## src/rtl/rmii_rx_fcs_check.sv

```systemverilog
// RMII 100 Mb/s receive front end: strips preamble/SFD, packs dibits into bytes,
// streams them out one byte behind the wire and checks the CRC-32 residue at frame end.
module rmii_rx_fcs_check #(
  parameter int unsigned MIN_LEN = 64,
  parameter int unsigned MAX_LEN = 1522,
  parameter logic [31:0] RESIDUE = 32'hDEBB20E3
) (
  input  logic        clk,
  input  logic        rst_n,
  input  logic        rx_dv,
  input  logic [1:0]  rxd,
  output logic [7:0]  m_data,
  output logic        m_valid,
  output logic        m_last,
  output logic        frame_done,
  output logic        fcs_ok,
  output logic        err_runt,
  output logic        err_giant,
  output logic        err_align,
  output logic [10:0] frame_len
);

  localparam logic [31:0] POLY  = 32'hEDB88320;
  localparam logic [10:0] MIN_L = 11'(MIN_LEN);
  localparam logic [10:0] MAX_L = 11'(MAX_LEN);

  typedef enum logic [1:0] {
    S_IDLE,
    S_PREAMBLE,
    S_DATA,
    S_DROP
  } state_t;

  state_t      r_state;
  logic [31:0] r_crc;
  logic [5:0]  r_part;
  logic [1:0]  r_dib;
  logic [7:0]  r_hold;
  logic        r_hold_vld;
  logic [10:0] r_bytes;

  logic [31:0] w_crc_next;
  logic [7:0]  w_byte;
  logic        w_runt;
  logic        w_giant;
  logic        w_align;

  function automatic logic [31:0] crc_dibit(input logic [31:0] c, input logic [1:0] d);
    logic [31:0] r;
    r = c;
    for (int unsigned i = 0; i < 2; i++) begin
      if (r[0] ^ d[i]) r = (r >> 1) ^ POLY;
      else             r = r >> 1;
    end
    return r;
  endfunction

  always_comb begin
    w_crc_next = crc_dibit(r_crc, rxd);
    w_byte     = {rxd, r_part};
    w_runt     = (r_bytes < MIN_L);
    w_giant    = (r_bytes > MAX_L);
    w_align    = (r_dib != 2'd0);
  end

  always_ff @(posedge clk or negedge rst_n) begin
    if (!rst_n) begin
      r_state    <= S_DROP;
      r_crc      <= '1;
      r_part     <= '0;
      r_dib      <= '0;
      r_hold     <= '0;
      r_hold_vld <= 1'b0;
      r_bytes    <= '0;
      m_data     <= '0;
      m_valid    <= 1'b0;
      m_last     <= 1'b0;
      frame_done <= 1'b0;
      fcs_ok     <= 1'b0;
      err_runt   <= 1'b0;
      err_giant  <= 1'b0;
      err_align  <= 1'b0;
      frame_len  <= '0;
    end else begin
      m_valid    <= 1'b0;
      m_last     <= 1'b0;
      frame_done <= 1'b0;
      case (r_state)
        S_DROP: begin
          if (!rx_dv) r_state <= S_IDLE;
        end
        S_IDLE: begin
          if (rx_dv) r_state <= (rxd == 2'b01) ? S_PREAMBLE : S_DROP;
        end
        S_PREAMBLE: begin
          if (!rx_dv) begin
            r_state <= S_IDLE;
          end else begin
            case (rxd)
              2'b01: r_state <= S_PREAMBLE;
              2'b11: begin
                r_state    <= S_DATA;
                r_crc      <= '1;
                r_part     <= '0;
                r_dib      <= '0;
                r_bytes    <= '0;
                r_hold_vld <= 1'b0;
              end
              default: r_state <= S_DROP;
            endcase
          end
        end
        S_DATA: begin
          if (rx_dv) begin
            r_crc <= w_crc_next;
            r_dib <= r_dib + 2'd1;
            if (r_dib == 2'd3) begin
              // Hold one byte back so the final byte can carry m_last once rx_dv drops.
              r_hold     <= w_byte;
              r_hold_vld <= 1'b1;
              if (r_hold_vld) begin
                m_data  <= r_hold;
                m_valid <= 1'b1;
              end
              if (r_bytes != 11'h7FF) r_bytes <= r_bytes + 11'd1;
            end else begin
              r_part[{r_dib, 1'b0} +: 2] <= rxd;
            end
          end else begin
            if (r_hold_vld) begin
              m_data  <= r_hold;
              m_valid <= 1'b1;
              m_last  <= 1'b1;
            end
            frame_done <= 1'b1;
            fcs_ok     <= (r_crc == RESIDUE) & ~w_runt & ~w_giant & ~w_align;
            err_runt   <= w_runt;
            err_giant  <= w_giant;
            err_align  <= w_align;
            frame_len  <= r_bytes;
            r_hold_vld <= 1'b0;
            r_part     <= '0;
            r_dib      <= '0;
            r_state    <= S_IDLE;
          end
        end
        default: r_state <= S_DROP;
      endcase
    end
  end

endmodule

```

## config.mk

```make
export PLATFORM = sky130hd
export DESIGN_NAME = rmii_rx_fcs_check
export DESIGN_NICKNAME = d
export VERILOG_FILES = /design/src/rtl/rmii_rx_fcs_check.sv
export SDC_FILE = /design/constraint.sdc
export NUM_CORES = 1
export LEC_CHECK = 0
export CORE_UTILIZATION = 41
export DETAILED_ROUTE_END_ITERATION = 6
export GPL_TIMING_DRIVEN = 0
export PLACE_DENSITY = 0.68
export SYNTH_ARGS = -nofsm -noshare
export SYNTH_HDL_FRONTEND = slang
export SYNTH_SLANG_ARGS = --single-unit
```

## constraint.sdc

```tcl
create_clock -name clk -period 1.7 [get_ports clk]
set_clock_uncertainty 0.2 [all_clocks]
set_input_delay 0.51 -clock clk [delete_from_list [all_inputs] [get_ports clk]]
set_output_delay 0.51 -clock clk [all_outputs]
set_load 0.01 [all_outputs]
```

==> results.md, run 1 <==
- RePlAce Congestion: 0.791
- CTS tree: built
- Port Buf Inserts: 30
- Total global-route track usage: 20.8%
- ANT cells: 0
- Slew headroom: 63.9%
- Maximum clock frequency: 507 MHz
- TNS Setup: -8.83 ns
- CTS buffer count: 9
- DRT antenna net count: 0
- Dpl hpwl: 5710 µm
- RSZ-0062 raised after global routing: yes
- GRT Residual Overflow: 0
- Vias per Instance: 5.52
- Die footprint: 10400 µm²
- Post-synth net total: 385
- Final max-slew violation count: 0
- NetSw: 2160 µW
- XOR/XNOR share of the synthesized area: 6.07%
- Main combinational cell family by area after synthesis: simple AND/OR/NAND/NOR gates
- Synthesized-area fraction occupied by and/or/nand/nor cells: 16.0%
- Initial Util: 42.2%
- Ports: 31
- 1st-pass router iterations: 4
- Pre-CTS setup slack: -0.954 ns
- Initial antenna violation count: 0
- Post-synthesis mux area share: 6.19%
- Peak VDD IR: 0.705 mV
- Clk Tree Root Cell: clkbuf_8
- Finished Layout Cells: 602
- H-tree Lvls: 3
- Final setup vio count: 80
- Core Box Area: 9730 µm²
- Synth Warn #: 0
- CP Capture Type: flip-flop
- Post-synth cell types: 51
- Synth Instances: 374
- Int Power: 4210 µW
- Maximum number of pins on one net before global-route repair: 48
- Crit Path Max Fanout: 4
- Period utilization: 116%
- Clock Latency Late Sink: 0.36 ns
- Setup crit start kind: flip-flop
- Failing checks: negative setup slack
- DP Area: 4700 µm²
- Num Clock Sinks: 88
- Adder-cell share of the synthesized area: 1.83%
- Clock share of power: 21.3%
- Tot Pwr: 6370 µW
- Worst Path Required: 1.81 ns
- Final WL: 10900 µm
- Inst Count DP: 538
- Vias in the first global route: 3110
- Die height: 102 µm
- Logic pwr share: 29.6%
- Yosys reg bits: 88
- Clock transition at path regs: 0.09 ns
- Drc violations: 0
- Least-Margin Pin Slew: 0.542 ns
- Routed WL per cell: 18.1 µm
- Global-route wire length before repair: 16500 µm
- Share of layout cells above drive strength 1: 52.9%
- MaxCap Viol Count: 0
- Sw Ratio: 33.9%
- CTS max path bufs: 2
- Synth Cell Area: 4100 µm²
- Sequential-to-total area share from yosys stat: 54.7%
- Setup ws final: -0.274 ns
- Post-route cell area: 5800 µm²
- Area Growth Syn to Fin: 41.4%
- CP Class: flip-flop to flip-flop
- Syn avg cell area: 11.0 µm²
- Pleak: 0.00253 µW
- Compound-cell area share of the yosys netlist: 12.1%
- Rows: 36
- Final hold violations: 0
- Sequential power share: 49.2%
- Arrival time worst endpoint: 2.08 ns
- Final min period: 1.97 ns
- Final #Nets: 475
- Status: finished with violations
- Vias: 3323
- Hold crit path type: flip-flop to flip-flop
- Power Density: 1100 nW/µm²
- Die width: 102 µm
- Number of DRC markers in iteration 0: 199
[registers in the layout, indices dropped and copies added, names as in the netlist, 2 cells and up]
signal and flops:
r_crc 32, frame_len 11, r_bytes 11, m_data 8, r_hold 8, r_part 6, r_dib 2, r_state 2
[final cells by class]
type                            count  area, µm²
Inverter                            9       38.8
Timing Repair Buffer               80        702
Clock buffer                        9        124
Multi-Input combinational cell    257       2240
Fill cell                         766       3930
Sequential cell                    88       2250
Tap cell                          133        166
Clock inverter                      7       55.1
Buffer                             19        224
[metrics by stage]
stage | hold slack, ns | util (%)
6_report | 0.279 | 59.6
3_3_place_gp | 0.251 | 48.0
3_5_place_dp | 0.257 | 48.3
4_1_cts | 0.278 | 56.5
2_1_floorplan | 0.0144 | -
5_1_grt | 0.295 | 59.6
[layout by cell type (no fill, tap or decap), drive strengths merged, types with 5 or more instances in the layout]
master and n:
dfstp 34, and4 5, dfrtp 54, nand3 9
clkbuf 37, mux2 19, ha 6, buf 66
o21ai 19, o22a 15, xnor2 19, o31ai 15
nor2 17, a21oi 11, nand2 67, inv 11
nor3 5
[logic make-up after synthesis]
kind of cell,Yosys count
AOI/OAI and AO/OA,72
xor gates and xnor gates,22
muxes,23
DFF,88
and+or+nand+nor,133
adders and majority gates,6
buffers and inverters,30
[synth_stat cells (all sizes together)]
library cell,instances,area [µm²]
nand4b,2,17.5
dfstp,34,893
xor2,3,45.1
xnor2,19,204
and2,3,18.8
clkbuf,9,33.8
and2b,1,7.51
o21ai,19,95.1
a21oi,11,58.8
mux2i,4,40.0
buf,12,61.3
and3,2,12.5
ha,6,75.1
nor3,5,30.0
nor4,3,18.8
inv,9,33.8
o31ai,15,113
o22a,15,133
a211o,1,8.76
nor2,17,63.8
nand2b,4,25.0
nor2b,1,6.26
or3b,1,8.76
a41oi,2,17.5
nor4b,4,35.0
o31a,1,10.0
and4,5,45.0
and3b,1,8.76
nor3b,2,15.0
mux2,19,214
a22o,2,17.5
a31oi,3,18.8
nand3,8,40.0
dfrtp,54,1350
nand2,67,251
or4,1,7.51
nand3b,2,15.0
o2111ai,1,8.76
a221oi,1,8.76
and4b,1,10.0
nand4,3,18.8
o21a,1,7.51
[power groups by stage]
stage               Clock, µW  Combinational (µW)  Sequential [µW]
CTS                      1380                1590             3060
global route             1470                2030             3170
floorplan                   0                1070             2980
detailed placement          0                1370             3090
global placement            0                1340             3070
finish                   1360                1880             3130
[path summary, 6_finish.rpt]
path                                start   endpoint  slack, ns  depth (start not counted)
min in group asynchronous           rst_n  m_data[1]       0.46                          2
worst max-delay path             r_dib[1]  r_part[5]      -0.27                          5
max in group asynchronous           rst_n  r_crc[25]       0.17                          3
worst min-delay path            r_crc[14]  r_crc[14]       0.28                          2
worst min register to register  r_crc[14]  r_crc[14]       0.28                          2
worst max register to register   r_dib[1]  r_part[5]      -0.27                          5
[per-layer routing]
metal	wire (µm)	up-vias	part of all wire [%]	global-route usage, %
met5	0	-	0	0
met4	264	0	2.4	7.47
met3	430	26	4.0	4.10
met2	5520	104	51	33.4
met1	4660	1691	43	28.1
li1	-	1502	-	-
[timing repair]
action	4_1_cts	5_1_grt
endpoints found under the setup margin	109	107
hold endpoints to repair	16	0
hold buffers	1	0
buffers inserted	33	7
pin swaps	28	22
gates resized for setup	152	110
cloned	5	4
[critical path, cell delays in order, from the launching register on]
cell	delay [ns]
dfrtp_1	0.43
inv_1	0.11
ha_1	0.39
nor3b_1	0.38
and4_2	0.28
mux2_4	0.13
No activity file was read; power rests on OpenSTA's default activity.
==> inputs of run 2 (changes only) <==
--- a/config.mk
+++ b/config.mk
@@ -5,6 +5,7 @@
 export SDC_FILE = /design/constraint.sdc
 export NUM_CORES = 1
 export LEC_CHECK = 0
+export CORE_MARGIN = 3
 export CORE_UTILIZATION = 41
 export DETAILED_ROUTE_END_ITERATION = 6
 export GPL_TIMING_DRIVEN = 0
==> run 2 against run 1 <==
Effect of this change: the run still ends with negative setup slack left; sequential power decreased by 2%; critical path depth increased by 1; clock power grew 7%; non-clock buffer count up 9; maximum frequency is 0.20% lower; global-route usage decreased by 1.2 points; largest cell class unchanged; largest power group unchanged.
==> results.md, run 2 (same netlist as run 1, synthesis figures left out) <==
- Num Clock Sinks: 88 (unchanged)
- CP Capture Type: flip-flop (unchanged)
- R2R depth: 6 (was 5)
- Die width: 106 µm (was 102 µm)
- Clock transition at path regs: 0.09 ns (about the same)
- Inst Count DP: 534 (was 538)
- GRT Residual Overflow: 0 (unchanged)
- Vias in the first global route: 3409 (was 3110)
- RSZ-0062 raised after global routing: yes (unchanged)
- Rows: 35 (was 36)
- Most frequent CP cell: buf_12
- Port Buf Inserts: 30 (unchanged)
- Worst path depth: 6 (was 5)
- Slew headroom: 72.5% (was 63.9%)
- Final max-slew violation count: 0 (unchanged)
- Maximum number of pins on one net before global-route repair: 74 (was 48)
- Final #Nets: 484 (was 475)
- Routed WL per cell: 17.8 µm (was 18.1 µm)
- CTS max path bufs: 2 (unchanged)
- Finished Layout Cells: 606 (was 602)
- Worst Path Required: 1.79 ns (was 1.81 ns)
- CTS buffer count: 9 (unchanged)
- CP max stage cell: dfstp_2 (was dfrtp_1)
- Core Util, Final: 60.6% (was 59.6%)
- Drc violations: 0 (unchanged)
- Largest register by flop count: r_crc (unchanged)
- Max reg flops: 32 (unchanged)
- Dpl hpwl: 5940 µm (was 5710 µm)
- Share of layout cells above drive strength 1: 51.4% (was 52.9%)
- Worst Path Buf+Inv: 2 (was 1)
- Status: finished with violations (unchanged)
- Most common cell after layout, fill and taps aside: dfrtp_1 (was nand2_1)
- Total global-route track usage: 19.6% (was 20.8%)
- Setup crit start kind: flip-flop (unchanged)
- Final setup vio count: 80 (unchanged)
- Peak VDD IR: 0.771 mV (was 0.705 mV)
- Die height: 106 µm (was 102 µm)
- Die footprint: 11200 µm² (was 10400 µm²)
- End point of the critical path: r_part[1] (was r_part[5])
- Hold crit path type: primary input to async pin (was flip-flop to flip-flop)
- R2R Path Start: r_state[0] (was r_dib[1])
- Pleak: 0.00259 µW (was 0.00253 µW)
- Initial Util: 43.2% (was 42.2%)
- Final hold violations: 0 (unchanged)
- Area Growth Syn to Fin: 40.4% (was 41.4%)
- Ports: 31 (unchanged)
- CP top delay family: simple AND/OR/NAND/NOR gates (unchanged)
- Reg2Reg Setup Slack: -0.28 ns (was -0.27 ns)
- Period utilization: 116% (about the same)
- Least-Margin Pin Slew: 0.413 ns (was 0.542 ns)
- Largest registers: r_crc: 32 flops, frame_len: 11 flops, r_bytes: 11 flops (unchanged)
- Final min period: 1.98 ns (was 1.97 ns)
- Maximum clock frequency: 506 MHz (was 507 MHz)
- MaxCap Viol Count: 0 (unchanged)
- Crit path cell chain: and2b_2, and3_4, buf_12, buf_12, nor3_4, mux2i_1 (was inv_1, ha_1, nor3b_1, and4_2, mux2_4)
- Multi-input logic area: 2150 µm² (was 2240 µm²)
- Failing checks: negative setup slack (unchanged)
- Power Density: 1080 nW/µm² (was 1100 nW/µm²)
- Final WL: 10800 µm (was 10900 µm)
- RePlAce Congestion: 0.819 (was 0.791)
- ANT cells: 0 (unchanged)
- Vias: 3263 (was 3323)
- Worst R2R End: r_part[1] (was r_part[5])
- Core Box Area: 9500 µm² (was 9730 µm²)
- Setup ws final: -0.278 ns (was -0.274 ns)
- Crit-path max cell delay: 0.57 ns (was 0.43 ns)
- Initial antenna violation count: 0 (unchanged)
- Hold-fix buffers, CTS: 0 (was 1)
- 1st-pass router iterations: 4 (unchanged)
- CTS tree: built (unchanged)
- Global-route wire length before repair: 17500 µm (was 16500 µm)
- Arrival time worst endpoint: 2.07 ns (was 2.08 ns)
- Vias per Instance: 5.38 (was 5.52)
- CP Launch Point: r_state[0] (was r_dib[1])
- Number of DRC markers in iteration 0: 207 (was 199)
- Fill cells: 760 (was 766)
- Register area: 2250 µm² (about the same)
- Clk Tree Root Cell: clkbuf_8 (unchanged)
- Crit Path Max Fanout: 6 (was 4)
- Commonest cells after routing, fill and taps aside: 49 x dfrtp_1, 48 x nand2_1, 40 x buf_4, 34 x dfstp_2, 23 x buf_6 (was 58 x nand2_1, 47 x dfrtp_1, 34 x dfstp_2, 30 x buf_4)
- H-tree Lvls: 3 (unchanged)
- Clock Latency Late Sink: 0.37 ns (was 0.36 ns)
- CP Class: flip-flop to flip-flop (unchanged)
- DRT antenna net count: 0 (unchanged)
## run 2: worst min-delay path by stage
stage	from	end
global route	rst_n	r_crc[12]
detailed placement	r_crc[14]	r_crc[14]
global placement	r_crc[18]	r_crc[18]
finish	rst_n	r_crc[23]
floorplan	rst_n	err_align
CTS	rst_n	r_crc[12]
## run 2: cell type report
class / count / area share [%]
buffer: 18 / 3.56
clock buffer: 9 / 2.15
clock inverter: 6 / 1.17
inverter: 9 / 0.717
multi-input combinational: 257 / 37.3
sequential: 88 / 39.1
tap: 129 / 2.80
timing repair buffer: 90 / 13.2
## run 2: metal layers
layer  vias up  track usage, %  part of all wire [%]
li1       1518               -                     -
met1      1643            25.7                    41
met2        83            32.6                    51
met3        19            3.22                   5.1
met4         0            7.77                   2.0
met5         -               0                     0
## run 2: where the power goes
group	leakage (µW)	switching, µW	total (µW)	internal [µW]
Clock	0.0000921	784	1460	679
Combinational	0.00140	813	1710	900
Sequential	0.00110	377	3060	2680
Total	0.00259	1970	6240	4260
## run 2: worst reg2reg max path, delay by kind of cell (launching register included)
family,cells,cell delay [ns]
simple gates,3,0.63
buf+inv,2,0.26
mux,1,0.24
flops,1,0.57
## run 2: what timing repair did
| item | CTS | global route |
|---|---|---|
| pin swaps | 11 | 32 |
| buffers inserted | 44 | 12 |
| gates resized for setup | 179 | 75 |
| endpoints found under the setup margin | 109 | 97 |
| cloned | 5 | 2 |
## run 2: per-stage QoR
stage	setup slack, ns	power, µW	cell area (µm²)	hold WS, ns	setup TNS, ns
final	-0.278	6240	5760	0.0316	-7.90
after global routing	-0.353	6590	5760	0.0375	-13.33
after CTS	-0.194	6180	5570	0.0320	-5.11
after detailed placement	-0.979	4470	4690	0.257	-64.98
after global placement	-3.22	4400	4670	0.249	-312.18
after floorplan	-0.0866	4050	4210	0.0144	-0.927
